===== src/rtl/request_manager_pkg.sv =====
// Shared elevator definitions: floor count default and the travel direction
// encoding, which matches the state controller's ud_mode.
package elevator_pkg;

    localparam int NFLOORS_DEFAULT = 4;

    typedef enum logic [1:0] {
        DIR_IDLE = 2'b00,
        DIR_UP   = 2'b01,
        DIR_DN   = 2'b10
    } dir_e;

endpackage


===== src/rtl/request_manager_if.sv =====
// Button inputs, car feedback and request/direction outputs of the request
// manager. The master side is the environment (panels + state controller).
interface request_manager_if
    import elevator_pkg::*;
#(
    parameter int NFLOORS = NFLOORS_DEFAULT
);
    logic [NFLOORS-1:0] car_btn;
    logic [NFLOORS-1:0] hall_up_btn;
    logic [NFLOORS-1:0] hall_dn_btn;
    logic [NFLOORS-1:0] position;
    logic               opendoor;

    logic [NFLOORS-1:0] allReq_reg;
    logic               up_need;
    logic               down_need;
    logic [NFLOORS-1:0] car_req;
    logic [NFLOORS-1:0] hall_up_req;
    logic [NFLOORS-1:0] hall_dn_req;
    logic [1:0]         dir;
    logic               pos_err;

    modport master (
        output car_btn, hall_up_btn, hall_dn_btn, position, opendoor,
        input  allReq_reg, up_need, down_need, car_req, hall_up_req,
               hall_dn_req, dir, pos_err
    );

    modport slave (
        input  car_btn, hall_up_btn, hall_dn_btn, position, opendoor,
        output allReq_reg, up_need, down_need, car_req, hall_up_req,
               hall_dn_req, dir, pos_err
    );
endinterface


===== src/rtl/request_manager_btn_edge_sync.sv =====
// Multi-flop synchroniser followed by a rising-edge detector. The history
// flop resets to 0, so a button held through reset reads as one fresh press.
module btn_edge_sync #(
    parameter int WIDTH = 4,
    parameter int DEPTH = 2
) (
    input  logic             clk,
    input  logic             rst_b,
    input  logic [WIDTH-1:0] din,
    output logic [WIDTH-1:0] rise
);
    logic [DEPTH-1:0][WIDTH-1:0] sync_q, sync_d;
    logic [WIDTH-1:0]            hist_q, hist_d;

    // shift the raw level down the synchroniser chain; history trails the last stage
    always_comb begin
        sync_d = {sync_q[DEPTH-2:0], din};
        hist_d = sync_q[DEPTH-1];
    end

    // synchroniser and history registers, synchronous active-low reset
    always_ff @(posedge clk) begin
        if (!rst_b) begin
            sync_q <= '0;
            hist_q <= '0;
        end else begin
            sync_q <= sync_d;
            hist_q <= hist_d;
        end
    end

    assign rise = sync_q[DEPTH-1] & ~hist_q;
endmodule


===== src/rtl/request_manager.sv =====
// Latches car/hall calls, clears them as floors are served and keeps a
// registered travel direction for the elevator state controller.
//
// dir state | meaning
// ----------+----------------------------------------------------------
// DIR_IDLE  | no call above or below; up/down first found wins (up first)
// DIR_UP    | travelling up; keep going while calls remain above
// DIR_DN    | travelling down; keep going while calls remain below
module request_manager
    import elevator_pkg::*;
#(
    parameter int NFLOORS     = NFLOORS_DEFAULT,
    parameter int SYNC_STAGES = 2
) (
    input logic              clk,
    input logic              switch,
    request_manager_if.slave bus
);
    localparam logic [NFLOORS-1:0] HUP_MASK = {1'b0, {(NFLOORS-1){1'b1}}};
    localparam logic [NFLOORS-1:0] HDN_MASK = {{(NFLOORS-1){1'b1}}, 1'b0};

    logic [NFLOORS-1:0] car_rise, hup_rise, hdn_rise;
    logic [NFLOORS-1:0] car_req_q, car_req_d;
    logic [NFLOORS-1:0] hall_up_req_q, hall_up_req_d;
    logic [NFLOORS-1:0] hall_dn_req_q, hall_dn_req_d;
    dir_e               dir_q, dir_d;
    logic               up_need_q, up_need_d;
    logic               down_need_q, down_need_d;
    logic               pos_err_q, pos_err_d;

    logic [NFLOORS-1:0] all_req, below_mask, above_mask;
    logic [NFLOORS-1:0] car_clr, hup_clr, hdn_clr;
    logic               pos_bad, serve, req_above, req_below;

    btn_edge_sync #(.WIDTH(NFLOORS), .DEPTH(SYNC_STAGES)) u_car_sync (
        .clk(clk), .rst_b(switch), .din(bus.car_btn), .rise(car_rise));
    btn_edge_sync #(.WIDTH(NFLOORS), .DEPTH(SYNC_STAGES)) u_hup_sync (
        .clk(clk), .rst_b(switch), .din(bus.hall_up_btn), .rise(hup_rise));
    btn_edge_sync #(.WIDTH(NFLOORS), .DEPTH(SYNC_STAGES)) u_hdn_sync (
        .clk(clk), .rst_b(switch), .din(bus.hall_dn_btn), .rise(hdn_rise));

    // split pending calls into above/below the car; the current floor counts as neither
    always_comb begin
        all_req    = car_req_q | hall_up_req_q | hall_dn_req_q;
        pos_bad    = !$onehot(bus.position);
        below_mask = bus.position - NFLOORS'(1);
        above_mask = ~(below_mask | bus.position);
        req_above  = |(all_req & above_mask);
        req_below  = |(all_req & below_mask);
    end

    // serve the current floor: hall calls only clear in the direction we will leave in
    always_comb begin
        serve   = bus.opendoor && !pos_bad;
        car_clr = serve ? bus.position : '0;
        hup_clr = (serve && (dir_q != DIR_DN || bus.position[NFLOORS-1])) ? bus.position : '0;
        hdn_clr = (serve && (dir_q != DIR_UP || bus.position[0])) ? bus.position : '0;

        car_req_d     = (car_req_q | car_rise) & ~car_clr;
        hall_up_req_d = (hall_up_req_q | (hup_rise & HUP_MASK)) & ~hup_clr & HUP_MASK;
        hall_dn_req_d = (hall_dn_req_q | (hdn_rise & HDN_MASK)) & ~hdn_clr & HDN_MASK;
    end

    // direction next-state: hold while the door is open, idle on a bad position
    always_comb begin
        dir_d = dir_q;
        if (pos_bad) begin
            dir_d = DIR_IDLE;
        end else if (!bus.opendoor) begin
            case (dir_q)
                DIR_UP:  dir_d = req_above ? DIR_UP : (req_below ? DIR_DN : DIR_IDLE);
                DIR_DN:  dir_d = req_below ? DIR_DN : (req_above ? DIR_UP : DIR_IDLE);
                default: dir_d = req_above ? DIR_UP : (req_below ? DIR_DN : DIR_IDLE);
            endcase
        end
        up_need_d   = (dir_d == DIR_UP);
        down_need_d = (dir_d == DIR_DN);
        pos_err_d   = pos_bad;
    end

    // request, direction and status registers, cleared by the master switch
    always_ff @(posedge clk) begin
        if (!switch) begin
            car_req_q     <= '0;
            hall_up_req_q <= '0;
            hall_dn_req_q <= '0;
            dir_q         <= DIR_IDLE;
            up_need_q     <= 1'b0;
            down_need_q   <= 1'b0;
            pos_err_q     <= 1'b0;
        end else begin
            car_req_q     <= car_req_d;
            hall_up_req_q <= hall_up_req_d;
            hall_dn_req_q <= hall_dn_req_d;
            dir_q         <= dir_d;
            up_need_q     <= up_need_d;
            down_need_q   <= down_need_d;
            pos_err_q     <= pos_err_d;
        end
    end

    assign bus.allReq_reg  = all_req;
    assign bus.car_req     = car_req_q;
    assign bus.hall_up_req = hall_up_req_q;
    assign bus.hall_dn_req = hall_dn_req_q;
    assign bus.dir         = dir_q;
    assign bus.up_need     = up_need_q;
    assign bus.down_need   = down_need_q;
    assign bus.pos_err     = pos_err_q;
endmodule


===== src/flat_wrapper.sv =====
// flat-port wrapper written by rule: the top's interface ports become plain ports
module request_manager_flat import elevator_pkg::*;
#(
    parameter int NFLOORS     = NFLOORS_DEFAULT,
    parameter int SYNC_STAGES = 2
)
  (clk, switch, bus_car_btn, bus_hall_up_btn, bus_hall_dn_btn, bus_position, bus_opendoor, bus_allReq_reg, bus_up_need, bus_down_need, bus_car_req, bus_hall_up_req, bus_hall_dn_req, bus_dir, bus_pos_err);
  request_manager_if #(.NFLOORS(NFLOORS)) bus_i ();
  input logic clk;
  input logic switch;
  input wire logic [$bits(bus_i.car_btn)-1:0] bus_car_btn;
  input wire logic [$bits(bus_i.hall_up_btn)-1:0] bus_hall_up_btn;
  input wire logic [$bits(bus_i.hall_dn_btn)-1:0] bus_hall_dn_btn;
  input wire logic [$bits(bus_i.position)-1:0] bus_position;
  input wire logic [$bits(bus_i.opendoor)-1:0] bus_opendoor;
  output wire logic [$bits(bus_i.allReq_reg)-1:0] bus_allReq_reg;
  output wire logic [$bits(bus_i.up_need)-1:0] bus_up_need;
  output wire logic [$bits(bus_i.down_need)-1:0] bus_down_need;
  output wire logic [$bits(bus_i.car_req)-1:0] bus_car_req;
  output wire logic [$bits(bus_i.hall_up_req)-1:0] bus_hall_up_req;
  output wire logic [$bits(bus_i.hall_dn_req)-1:0] bus_hall_dn_req;
  output wire logic [$bits(bus_i.dir)-1:0] bus_dir;
  output wire logic [$bits(bus_i.pos_err)-1:0] bus_pos_err;
  assign bus_i.car_btn = bus_car_btn;
  assign bus_i.hall_up_btn = bus_hall_up_btn;
  assign bus_i.hall_dn_btn = bus_hall_dn_btn;
  assign bus_i.position = bus_position;
  assign bus_i.opendoor = bus_opendoor;
  assign bus_allReq_reg = bus_i.allReq_reg;
  assign bus_up_need = bus_i.up_need;
  assign bus_down_need = bus_i.down_need;
  assign bus_car_req = bus_i.car_req;
  assign bus_hall_up_req = bus_i.hall_up_req;
  assign bus_hall_dn_req = bus_i.hall_dn_req;
  assign bus_dir = bus_i.dir;
  assign bus_pos_err = bus_i.pos_err;
  request_manager #(.NFLOORS(NFLOORS), .SYNC_STAGES(SYNC_STAGES)) u_core (.clk(clk), .switch(switch), .bus(bus_i));
endmodule

===== config.mk =====
export PLATFORM = sky130hd
export DESIGN_NAME = request_manager_flat
export DESIGN_NICKNAME = d
export VERILOG_FILES = /design/src/rtl/request_manager_pkg.sv /design/src/rtl/request_manager_if.sv /design/src/rtl/request_manager_btn_edge_sync.sv /design/src/rtl/request_manager.sv /design/src/flat_wrapper.sv
export SDC_FILE = /design/constraint.sdc
export NUM_CORES = 1
export LEC_CHECK = 0
export CAP_MARGIN = 10
export CORE_UTILIZATION = 30
export DETAILED_ROUTE_END_ITERATION = 16
export DONT_BUFFER_PORTS = 1
export GPL_TIMING_DRIVEN = 0
export PLACE_DENSITY = 0.46
export SYNTH_ARGS = -nofsm -noshare
export SYNTH_HDL_FRONTEND = slang
export SYNTH_SLANG_ARGS = --single-unit

===== constraint.sdc =====
create_clock -name clk -period 2.31 [get_ports clk]
set_input_delay 0.462 -clock clk [delete_from_list [all_inputs] [get_ports clk]]
set_output_delay 0.462 -clock clk [all_outputs]
set_load 0.01 [all_outputs]

==> results.md, run 1 <==
- Status: finished clean
- Die area: 5830 µm²
- Top cell family by delay on the critical path: adder cells
- Area Overhead vs Synth: 15.6%
- Synthesized instance count: 157
- Worst setup path start: bus_position[1]
- Tcrit/Tclk final: 94.8%
- Largest net degree at the start of global routing: 15
- Critical Path End: u_core.bus.hall_dn_req[3]$_SDFF_PN0_
- Slowest CP cell: fa_1
- Hold Path Class: primary input to flop
- Routed len/inst: 13.2 µm
- Critical path buffers and inverters: 2
- Fill cells: 545
- CTS tree: done
- Worst path depth: 9
- Register area: 901 µm²
- RR Startpoint: u_core.bus.car_req[1]$_SDFF_PN0_
- GP Congestion: 0.792
- I/O pins: 40
- Fin Clk Skew: 0.00357 ns
- Die Y: 76.3 µm
- First-pass GRT wire length: 5.32 mm
- Reg-to-reg slack, setup: 0.72 ns
- Final #Nets: 192
- Required time worst endpoint: 2.50 ns
- Total routed wirelength: 3.12 mm
- Initial core utilization: 31.9%
- Global-route usage over all layers: 12.3%
- CP Launch Type: primary input
- Via density: 4.52
- Worst skew pair latency: 0.29 ns
- Initial antenna violation count: 0
- Pre-CTS setup slack: -0.268 ns
- Total grt overflow: 0
- Root Driver: clkbuf_8
- Max Cap Violations: 0
- Post-CTS Hold Buffers: 0
- Max stage delay on crit path: 0.50 ns
- Share of cells above drive strength 1: 13.3%
- Crit path cell chain: inv_1 -> ha_1 -> ha_2 -> fa_1 -> nor3b_4 -> and2_4 -> buf_6 -> o31a_1 -> a21oi_1
- Clk sinks: 45
- Die Wd: 76.3 µm
- Vias: 1066
- Detail Route Antenna Nets: 0
- Clock transition at the registers of the reported paths: 0.08 ns
- CP endpoint kind: flop
- Finish-stage setup viols: 0
- Core footprint: 5200 µm²
- Setup ws final: 0.119 ns
- Fmax: 456 MHz
- Number of port buffers: 0
- Max Buffers Root-to-Sink: 2
- Row count: 26
- Multi-input logic area: 719 µm²
- Leak: 0.800 nW
- Power Density: 876 nW/µm²
- DR iter-0 viols: 11
- Cts bufs inserted: 5
- Worst reg-to-reg path cell count: 5
- Yosys cell types: 32
- Terminus of the critical flop-to-flop path: u_core.bus.down_need$_SDFF_PN0_
- Ys Warns: 0
- H-Tree Depth: 2
- Syn Area/Cell: 10.6 µm²
- WHS: 0.246 ns
- Crit path max fanout: 7
- Vias in the first global route: 1082
- RSZ-0062 raised after global routing: no
- Minimum clock period: 2.19 ns
- Synthesis-stage register bit count: 45
- Netlist Area Pre-Place: 1660 µm²
- VDD IR-drop max: 0.384 mV
- Final Hold Vio Count: 0
- Pins Over Slew Limit: 0
- Seq/Total Area, Yosys: 54.3%
- N_diodes: 0
- Drc violations: 0
- Critical path class: primary input to flop
- Crit path DAT: 2.38 ns
- Drt pass-1 iters: 4
- Power Total: 1.68 mW
- Post-DP HPWL: 2.39 mm
## what timing repair did
item                                    4_1_cts  5_1_grt
buffers inserted                              0        0
gates resized for setup                       0        7
endpoints found under the setup margin        0        6
## cells in the mapped netlist (all sizes together)
cell type  number  share of area, %
nand2           2              0.45
o31a            2               1.1
nor2b          12               4.5
o2111ai         1              0.53
o2bb2ai         1              0.53
inv             9               2.0
a32o            1              0.60
nand3           1              0.30
conb            1              0.23
o21ai          11               3.3
ha              7               5.3
a21boi          1              0.45
a2111o          1              0.68
nor2            2              0.45
dfxtp          45                54
or2             2              0.75
o21bai          1              0.45
and2           31                12
clkbuf          4              0.91
nor3            1              0.98
or3             1              0.38
o22ai           1              0.38
a211oi          1              0.75
o31ai           1              0.45
o21a            1              0.91
buf             3               1.2
a21oi          10               3.0
a2111oi         1               1.7
fa              1               1.2
nor3b           1              0.45
## sequential cells by signal (all words and copies together), names as in the netlist, 2 cells and up
register,cells
u_core.bus.car_req,4
u_core.u_car_sync.hist_d,4
u_core.u_car_sync.hist_q,4
u_core.u_car_sync.sync_d,4
u_core.bus.hall_dn_req,3
u_core.bus.hall_up_req,3
u_core.u_hdn_sync.hist_d,3
u_core.u_hdn_sync.hist_q,3
u_core.u_hdn_sync.sync_d,3
u_core.u_hup_sync.hist_d,3
u_core.u_hup_sync.hist_q,3
u_core.u_hup_sync.sync_d,3
u_core.bus.dir,2
## per-stage QoR
step | instances | setup TNS [ns] | util [%] | area (µm²)
2_1_floorplan | 158 | 0 | - | 1670
3_3_place_gp | 228 | -1.59 | 33.8 | 1760
3_5_place_dp | 228 | -1.86 | 33.8 | 1760
4_1_cts | 236 | 0 | 36.3 | 1890
5_1_grt | 236 | 0 | 36.8 | 1920
6_report | 236 | 0 | 36.8 | 1920
## placed cells by master, fill, tap and decap left out, types with 2 or more instances in the layout
master and n:
nor2b_1 12, o21ai_0 11, a21oi_1 10, buf_4 2, or2_2 2, clkbuf_8 5, bufinv_16 2, clkbuf_1 4
conb_1 2, inv_1 8, ha_1 6, nor2_1 2, dfxtp_1 45, and2_1 30, o31a_1 2, nand2_1 2
## how the worst min path moves through the flow
stage	startpoint	end	slack [ns]	cells after the start
4_1_cts	bus_position[3]	u_core.bus.car_req[3]$_SDFF_PN0_	0.23	1
6_report	bus_position[3]	u_core.bus.car_req[3]$_SDFF_PN0_	0.25	1
3_3_place_gp	u_core.u_hup_sync.sync_d[4]$_SDFF_PN0_	u_core.u_hup_sync.hist_d[0]$_SDFF_PN0_	0.42	1
2_1_floorplan	u_core.u_car_sync.sync_d[4]$_SDFF_PN0_	u_core.u_car_sync.hist_d[0]$_SDFF_PN0_	0.41	1
3_5_place_dp	u_core.u_hdn_sync.sync_d[6]$_SDFF_PN0_	u_core.u_hdn_sync.hist_d[2]$_SDFF_PN0_	0.42	1
5_1_grt	bus_position[0]	u_core.bus.hall_up_req[0]$_SDFF_PN0_	0.22	1
## worst reg2reg max path, stage by stage, from the launching register on
cell and delay [ns]:
dfxtp_1 0.38, nor3_4 0.23, inv_2 0.10, a2111oi_4 0.44, o22ai_1 0.17, a211oi_2 0.20
## where the power goes
part           internal (mW)  total [mW]  switching, mW
combinational         0.0724       0.152         0.0793
sequential             0.812       0.842         0.0306
clock                  0.429       0.685          0.256
total                   1.31        1.68          0.365
## routing by layer
layer	vias to the layer above	routed length [µm]	track usage [%]
met4	0	61	5.58
li1	528	-	-
met5	-	0	0
met3	6	276	6.83
met2	38	1470	19.5
met1	494	1310	13.3
## layout make-up
type,count,share of cell area [%]
well taps,70,4.57
multi-input cells,97,37.5
plain buffers,7,2.15
inverters,9,1.76
clock buffers,5,3.59
flip-flops and latches,45,47.0
clock inverters,3,3.39
## cells by family after synthesis
kind of cell / Yosys count / synth area share, %
flops: 45 / 54.3
buf+inv: 16 / 4.15
simple gates: 53 / 20.0
other cells: 1 / 0.226
fa+ha+maj: 8 / 6.49
compound gates: 34 / 14.8
Power figures use the tool's default switching activity.
==> run 2, diff against run 1 <==
--- a/config.mk
+++ b/config.mk
@@ -6,11 +6,13 @@
 export NUM_CORES = 1
 export LEC_CHECK = 0
 export CAP_MARGIN = 10
+export CELL_PAD_IN_SITES_DETAIL_PLACEMENT = 1
+export CELL_PAD_IN_SITES_GLOBAL_PLACEMENT = 2
 export CORE_UTILIZATION = 30
 export DETAILED_ROUTE_END_ITERATION = 16
 export DONT_BUFFER_PORTS = 1
 export GPL_TIMING_DRIVEN = 0
-export PLACE_DENSITY = 0.46
+export PLACE_DENSITY = 0.66
 export SYNTH_ARGS = -nofsm -noshare
 export SYNTH_HDL_FRONTEND = slang
 export SYNTH_SLANG_ARGS = --single-unit
==> run 2 against run 1 <==
Cell area fell by 2.9%. Largest cell class unchanged. Critical endpoint unchanged. Non-clock buffer count rose by 1. Via count rose by 2.1%. Total power fell by 14%. Largest power group unchanged. Combinational power barely moved. Hold slack improved by 0.0058 ns.
==> results.md, run 2 (synthesis gave the netlist of run 1 again) <==
- Clk sinks: 45
- DR iter-0 viols: 17
- Leak: 0.781 nW
- Final design area excluding fillers: 1860 µm²
- Fmax: 450 MHz
- Required time worst endpoint: 2.49 ns
- Detail Route Antenna Nets: 0
- Share of cells above drive strength 1: 12.0%
- Power Total: 1.45 mW
- Placed cells: 228
- Final Hold Vio Count: 0
- Die area: 5830 µm²
- Die Y: 76.3 µm
- CTS tree: done
- Power Density: 779 nW/µm²
- Max Cap Violations: 0
- Cts bufs inserted: 5
- Top cell family by delay on the critical path: adder cells
- Highest routed layer: met4
- Total grt overflow: 0
- Finish-stage setup viols: 0
- Met3 wire len: 235 µm
- Finished Layout Cells: 237
- WHS: 0.252 ns
- Hold depth: 1
- Vias in the first global route: 1127
- Fill cells: 599
- Pins Over Slew Limit: 0
- Max stage delay on crit path: 0.48 ns
- Worst setup path start: bus_position[0]
- Clock transition at the registers of the reported paths: 0.08 ns
- Critical path buffers and inverters: 2
- Drt pass-1 iters: 2
- Slowest CP cell: fa_1
- Vias: 1088
- Crit path cell chain: inv_1 -> ha_1 -> ha_1 -> fa_1 -> nor3b_4 -> and2_1 -> buf_2 -> o31a_1 -> a21oi_1
- Drc violations: 0
- Tcrit/Tclk final: 96.1%
- Routed met1 length: 1.43 mm
- Terminus of the critical flop-to-flop path: u_core.bus.down_need$_SDFF_PN0_
- CP Launch Type: primary input
- Commonest non-fill, non-tap cell in the layout: dfxtp_1
- Root Driver: clkbuf_8
- Largest net degree at the start of global routing: 14
- Metal2 WL: 1.59 mm
- Final core utilization: 35.8%
- Hold Path Class: primary input to flop
- I/O pins: 40
- Number of port buffers: 0
- Final #Nets: 193
- Crit path DAT: 2.40 ns
- Initial core utilization: 31.9%
- Status: finished clean
- Cell Area, Placed: 1760 µm²
- Global-route usage over all layers: 12.4%
- Reg-to-reg slack, setup: 0.68 ns
- Total routed wirelength: 3.32 mm
- Critical path class: primary input to flop
- First-pass GRT wire length: 5.46 mm
- RR Startpoint: u_core.bus.car_req[1]$_SDFF_PN0_
- Routed len/inst: 14.0 µm
- Hold path startpoint: bus_position[3]
- GP Congestion: 0.797
- Die Wd: 76.3 µm
- Crit path max fanout: 7
- Worst skew pair latency: 0.29 ns
- Pre-CTS setup slack: -0.265 ns
- Max Buffers Root-to-Sink: 2
- Via density: 4.59
- N_diodes: 0
- Cell mode on critical path: ha_1
- Initial antenna violation count: 0
- Fin Clk Skew: 0.00851 ns
- Post-CTS Hold Buffers: 0
- Most frequent cells in the layout: dfxtp_1 (45), and2_1 (31), nor2b_1 (12), o21ai_0 (11), a21oi_1 (10)
- Setup ws final: 0.0896 ns
- VDD IR-drop max: 0.377 mV
- Area Overhead vs Synth: 12.3%
- Core footprint: 5200 µm²
- Minimum clock period: 2.22 ns
- CP endpoint kind: flop
- Row count: 26
- Worst reg-to-reg path cell count: 5
- WHS Endpoint: u_core.bus.car_req[3]$_SDFF_PN0_
- Setup_tns: 0 ns
- H-Tree Depth: 2
- Post-DP HPWL: 2.56 mm
-- run 2: cell types whose count changed in the layout (fill, tap and decap cells not counted), sizes merged --
cell    before  now
buf          3    4
clkinv       1    2
bufinv       2    0
clkbuf       9   10
-- run 2: how the worst max path moves through the flow --
stage / endpoint / slack (ns) / depth (start not counted)
global placement: u_core.bus.hall_up_req[1]$_SDFF_PN0_ / -0.24 / 9
global route: u_core.bus.hall_dn_req[1]$_SDFF_PN0_ / -0.003 / 9
finish: u_core.bus.hall_dn_req[3]$_SDFF_PN0_ / 0.09 / 9
CTS: u_core.bus.hall_up_req[1]$_SDFF_PN0_ / 0.05 / 9
floorplan: u_core.bus.hall_up_req[0]$_SDFF_PN0_ / 0.009 / 9
detailed placement: u_core.bus.hall_up_req[1]$_SDFF_PN0_ / -0.26 / 9
-- run 2: report_power, final --
part | total (mW) | leakage (nW) | internal [mW] | switching (mW)
Combinational | 0.153 | 0.367 | 0.0719 | 0.0808
Clock | 0.455 | 0.0450 | 0.210 | 0.245
Sequential | 0.842 | 0.369 | 0.812 | 0.0306
Total | 1.45 | 0.781 | 1.09 | 0.357
-- run 2: what timing repair did --
action,4_1_cts,5_1_grt
buffers inserted,0,1
hold endpoints to repair,0,0
resized for setup,0,2
endpoints found under the setup margin,0,6
-- run 2: area by class of cell --
type	count	area, µm²	share of cell area, %
Inverter	9	33.8	1.81
Multi-Input combinational cell	97	714	38.4
Clock buffer	6	72.6	3.90
Clock inverter	2	10.0	0.538
Tap cell	70	87.6	4.70
Sequential cell	45	901	48.4
Buffer	7	35.0	1.88
Timing Repair Buffer	1	7.51	0.403
-- run 2: metal layers --
metal	up-vias	GRT usage (%)
met3	5	4.91
met2	35	21.1
met1	511	13.2
li1	537	-
met5	-	0
met4	0	6.35
==> run 3, diff against run 2 <==
--- a/config.mk
+++ b/config.mk
@@ -9,6 +9,7 @@
 export CELL_PAD_IN_SITES_DETAIL_PLACEMENT = 1
 export CELL_PAD_IN_SITES_GLOBAL_PLACEMENT = 2
 export CORE_UTILIZATION = 30
+export CTS_BUF_LIST = sky130_fd_sc_hd__clkbuf_4 sky130_fd_sc_hd__clkbuf_8 sky130_fd_sc_hd__clkbuf_16
 export DETAILED_ROUTE_END_ITERATION = 16
 export DONT_BUFFER_PORTS = 1
 export GPL_TIMING_DRIVEN = 0
==> run 3 against run 2 <==
Clock power increased by 3%. Wire length did not move. Hold slack about the same. Utilization up 0.072 points. Worst setup slack about the same. Largest cell class unchanged. Final cell count did not move. Die area did not move. Critical path type unchanged.
==> results.md, run 3 (synthesis gave the netlist of run 1 again) <==
- Post-DP HPWL: 2.56 mm
- Pins Over Slew Limit: 0
- Die Wd: 76.3 µm
- Terminus of the critical flop-to-flop path: u_core.bus.down_need$_SDFF_PN0_
- Worst skew pair latency: 0.29 ns
- Finish-stage setup viols: 0
- Largest net degree at the start of global routing: 14
- Clk sinks: 45
- Status: finished clean
- Die Y: 76.3 µm
- H-Tree Depth: 2
- Row count: 26
- Global-route usage over all layers: 12.3%
- CTS tree: done
- Initial core utilization: 31.9%
- Share of cells above drive strength 1: 12.6%
- Required time worst endpoint: 2.49 ns
- CP endpoint kind: flop
- Via density: 4.59
- Fin Clk Skew: 0.00851 ns
- Routed len/inst: 14.0 µm
- Detail Route Antenna Nets: 0
- Power Total: 1.46 mW
- Number of port buffers: 0
- I/O pins: 40
- Final #Nets: 193
- Area Overhead vs Synth: 12.5%
- Total routed wirelength: 3.32 mm
- Setup_tns: 0 ns
- DR iter-0 viols: 17
- Drc violations: 0
- Crit path max fanout: 7
- Crit path DAT: 2.40 ns
- Fmax: 450 MHz
- WHS: 0.252 ns
- Tcrit/Tclk final: 96.1%
- Reg-to-reg slack, setup: 0.68 ns
- Max Buffers Root-to-Sink: 2
- CP Launch Type: primary input
- Critical path class: primary input to flop
- Power Density: 785 nW/µm²
- Cts bufs inserted: 5
- Worst reg-to-reg path cell count: 5
- Minimum clock period: 2.22 ns
- Hold depth: 1
- Clock transition at the registers of the reported paths: 0.08 ns
- Initial antenna violation count: 0
- Hold Path Class: primary input to flop
- Core footprint: 5200 µm²
- Root Driver: clkbuf_8
- Finished Layout Cells: 237
- N_diodes: 0
- Commonest non-fill, non-tap cell in the layout: dfxtp_1
- Most frequent cells in the layout: dfxtp_1 (45), and2_1 (31), nor2b_1 (12), o21ai_0 (11), a21oi_1 (10)
- Vias: 1089
- Drt pass-1 iters: 2
- Worst setup path start: bus_position[0]
- First-pass GRT wire length: 5.43 mm
- Critical Path End: u_core.bus.hall_dn_req[3]$_SDFF_PN0_
- Die area: 5830 µm²
- RR Startpoint: u_core.bus.car_req[1]$_SDFF_PN0_
- Max Cap Violations: 0
- Placed cells: 228
- Fill cells: 599
- VDD IR-drop max: 0.377 mV
- Final Hold Vio Count: 0
- Total grt overflow: 0
- Leak: 0.785 nW
- Vias in the first global route: 1128
- GP Congestion: 0.797
run 3: worst min-delay path by stage:
stage | startpoint | end | slack, ns
after floorplan | u_core.u_car_sync.sync_d[4]$_SDFF_PN0_ | u_core.u_car_sync.hist_d[0]$_SDFF_PN0_ | 0.41
after global placement | u_core.u_hup_sync.sync_d[4]$_SDFF_PN0_ | u_core.u_hup_sync.hist_d[0]$_SDFF_PN0_ | 0.42
after detailed placement | u_core.u_hdn_sync.sync_d[6]$_SDFF_PN0_ | u_core.u_hdn_sync.hist_d[2]$_SDFF_PN0_ | 0.42
after CTS | bus_position[3] | u_core.bus.car_req[3]$_SDFF_PN0_ | 0.23
after global routing | bus_position[2] | u_core.bus.hall_up_req[2]$_SDFF_PN0_ | 0.23
final | bus_position[3] | u_core.bus.car_req[3]$_SDFF_PN0_ | 0.25
run 3: final cells by class:
cell class                 instances  area, µm²  share of cell area [%]
tap                               70       87.6                    4.69
inverter                           9       33.8                    1.81
sequential                        45        901                    48.3
multi-input combinational         97        714                    38.3
clock inverter                     2       10.0                   0.537
buffer                             7       35.0                    1.88
clock buffer                       6       76.3                    4.09
timing repair buffer               1       7.51                   0.402
run 3: per-stage QoR:
stage | util, % | worst slack (ns) | area, µm²
global placement | 33.8 | -0.244 | 1760
floorplan | - | 0.00913 | 1670
CTS | 35.4 | 0.0524 | 1840
global route | 35.8 | -0.00314 | 1870
finish | 35.8 | 0.0897 | 1870
detailed placement | 33.8 | -0.265 | 1760
run 3: repair_timing:
action | 4_1_cts | 5_1_grt
endpoints found under the setup margin | 0 | 6
buffers inserted | 0 | 1
hold buffers | 0 | 0
gates resized for setup | 0 | 2
run 3: power breakdown:
| group | switching, mW | internal, mW |
|---|---|---|
| Clock | 0.247 | 0.222 |
| Combinational | 0.0808 | 0.0719 |
| Sequential | 0.0306 | 0.812 |
run 3: worst max-delay path: stages:
cell and delay [ns]:
inv_1 0.03, ha_1 0.31, ha_1 0.20, fa_1 0.48, nor3b_4 0.24, and2_1 0.15, buf_2 0.20, o31a_1 0.24
a21oi_1 0.09
run 3: routing by layer:
layer	up-vias	global-route usage [%]	part of all wire, %
met5	-	0	0
met4	0	6.35	1.7
met3	5	4.91	7.1
met2	35	21.1	48
met1	512	13.0	43
li1	537	-	-
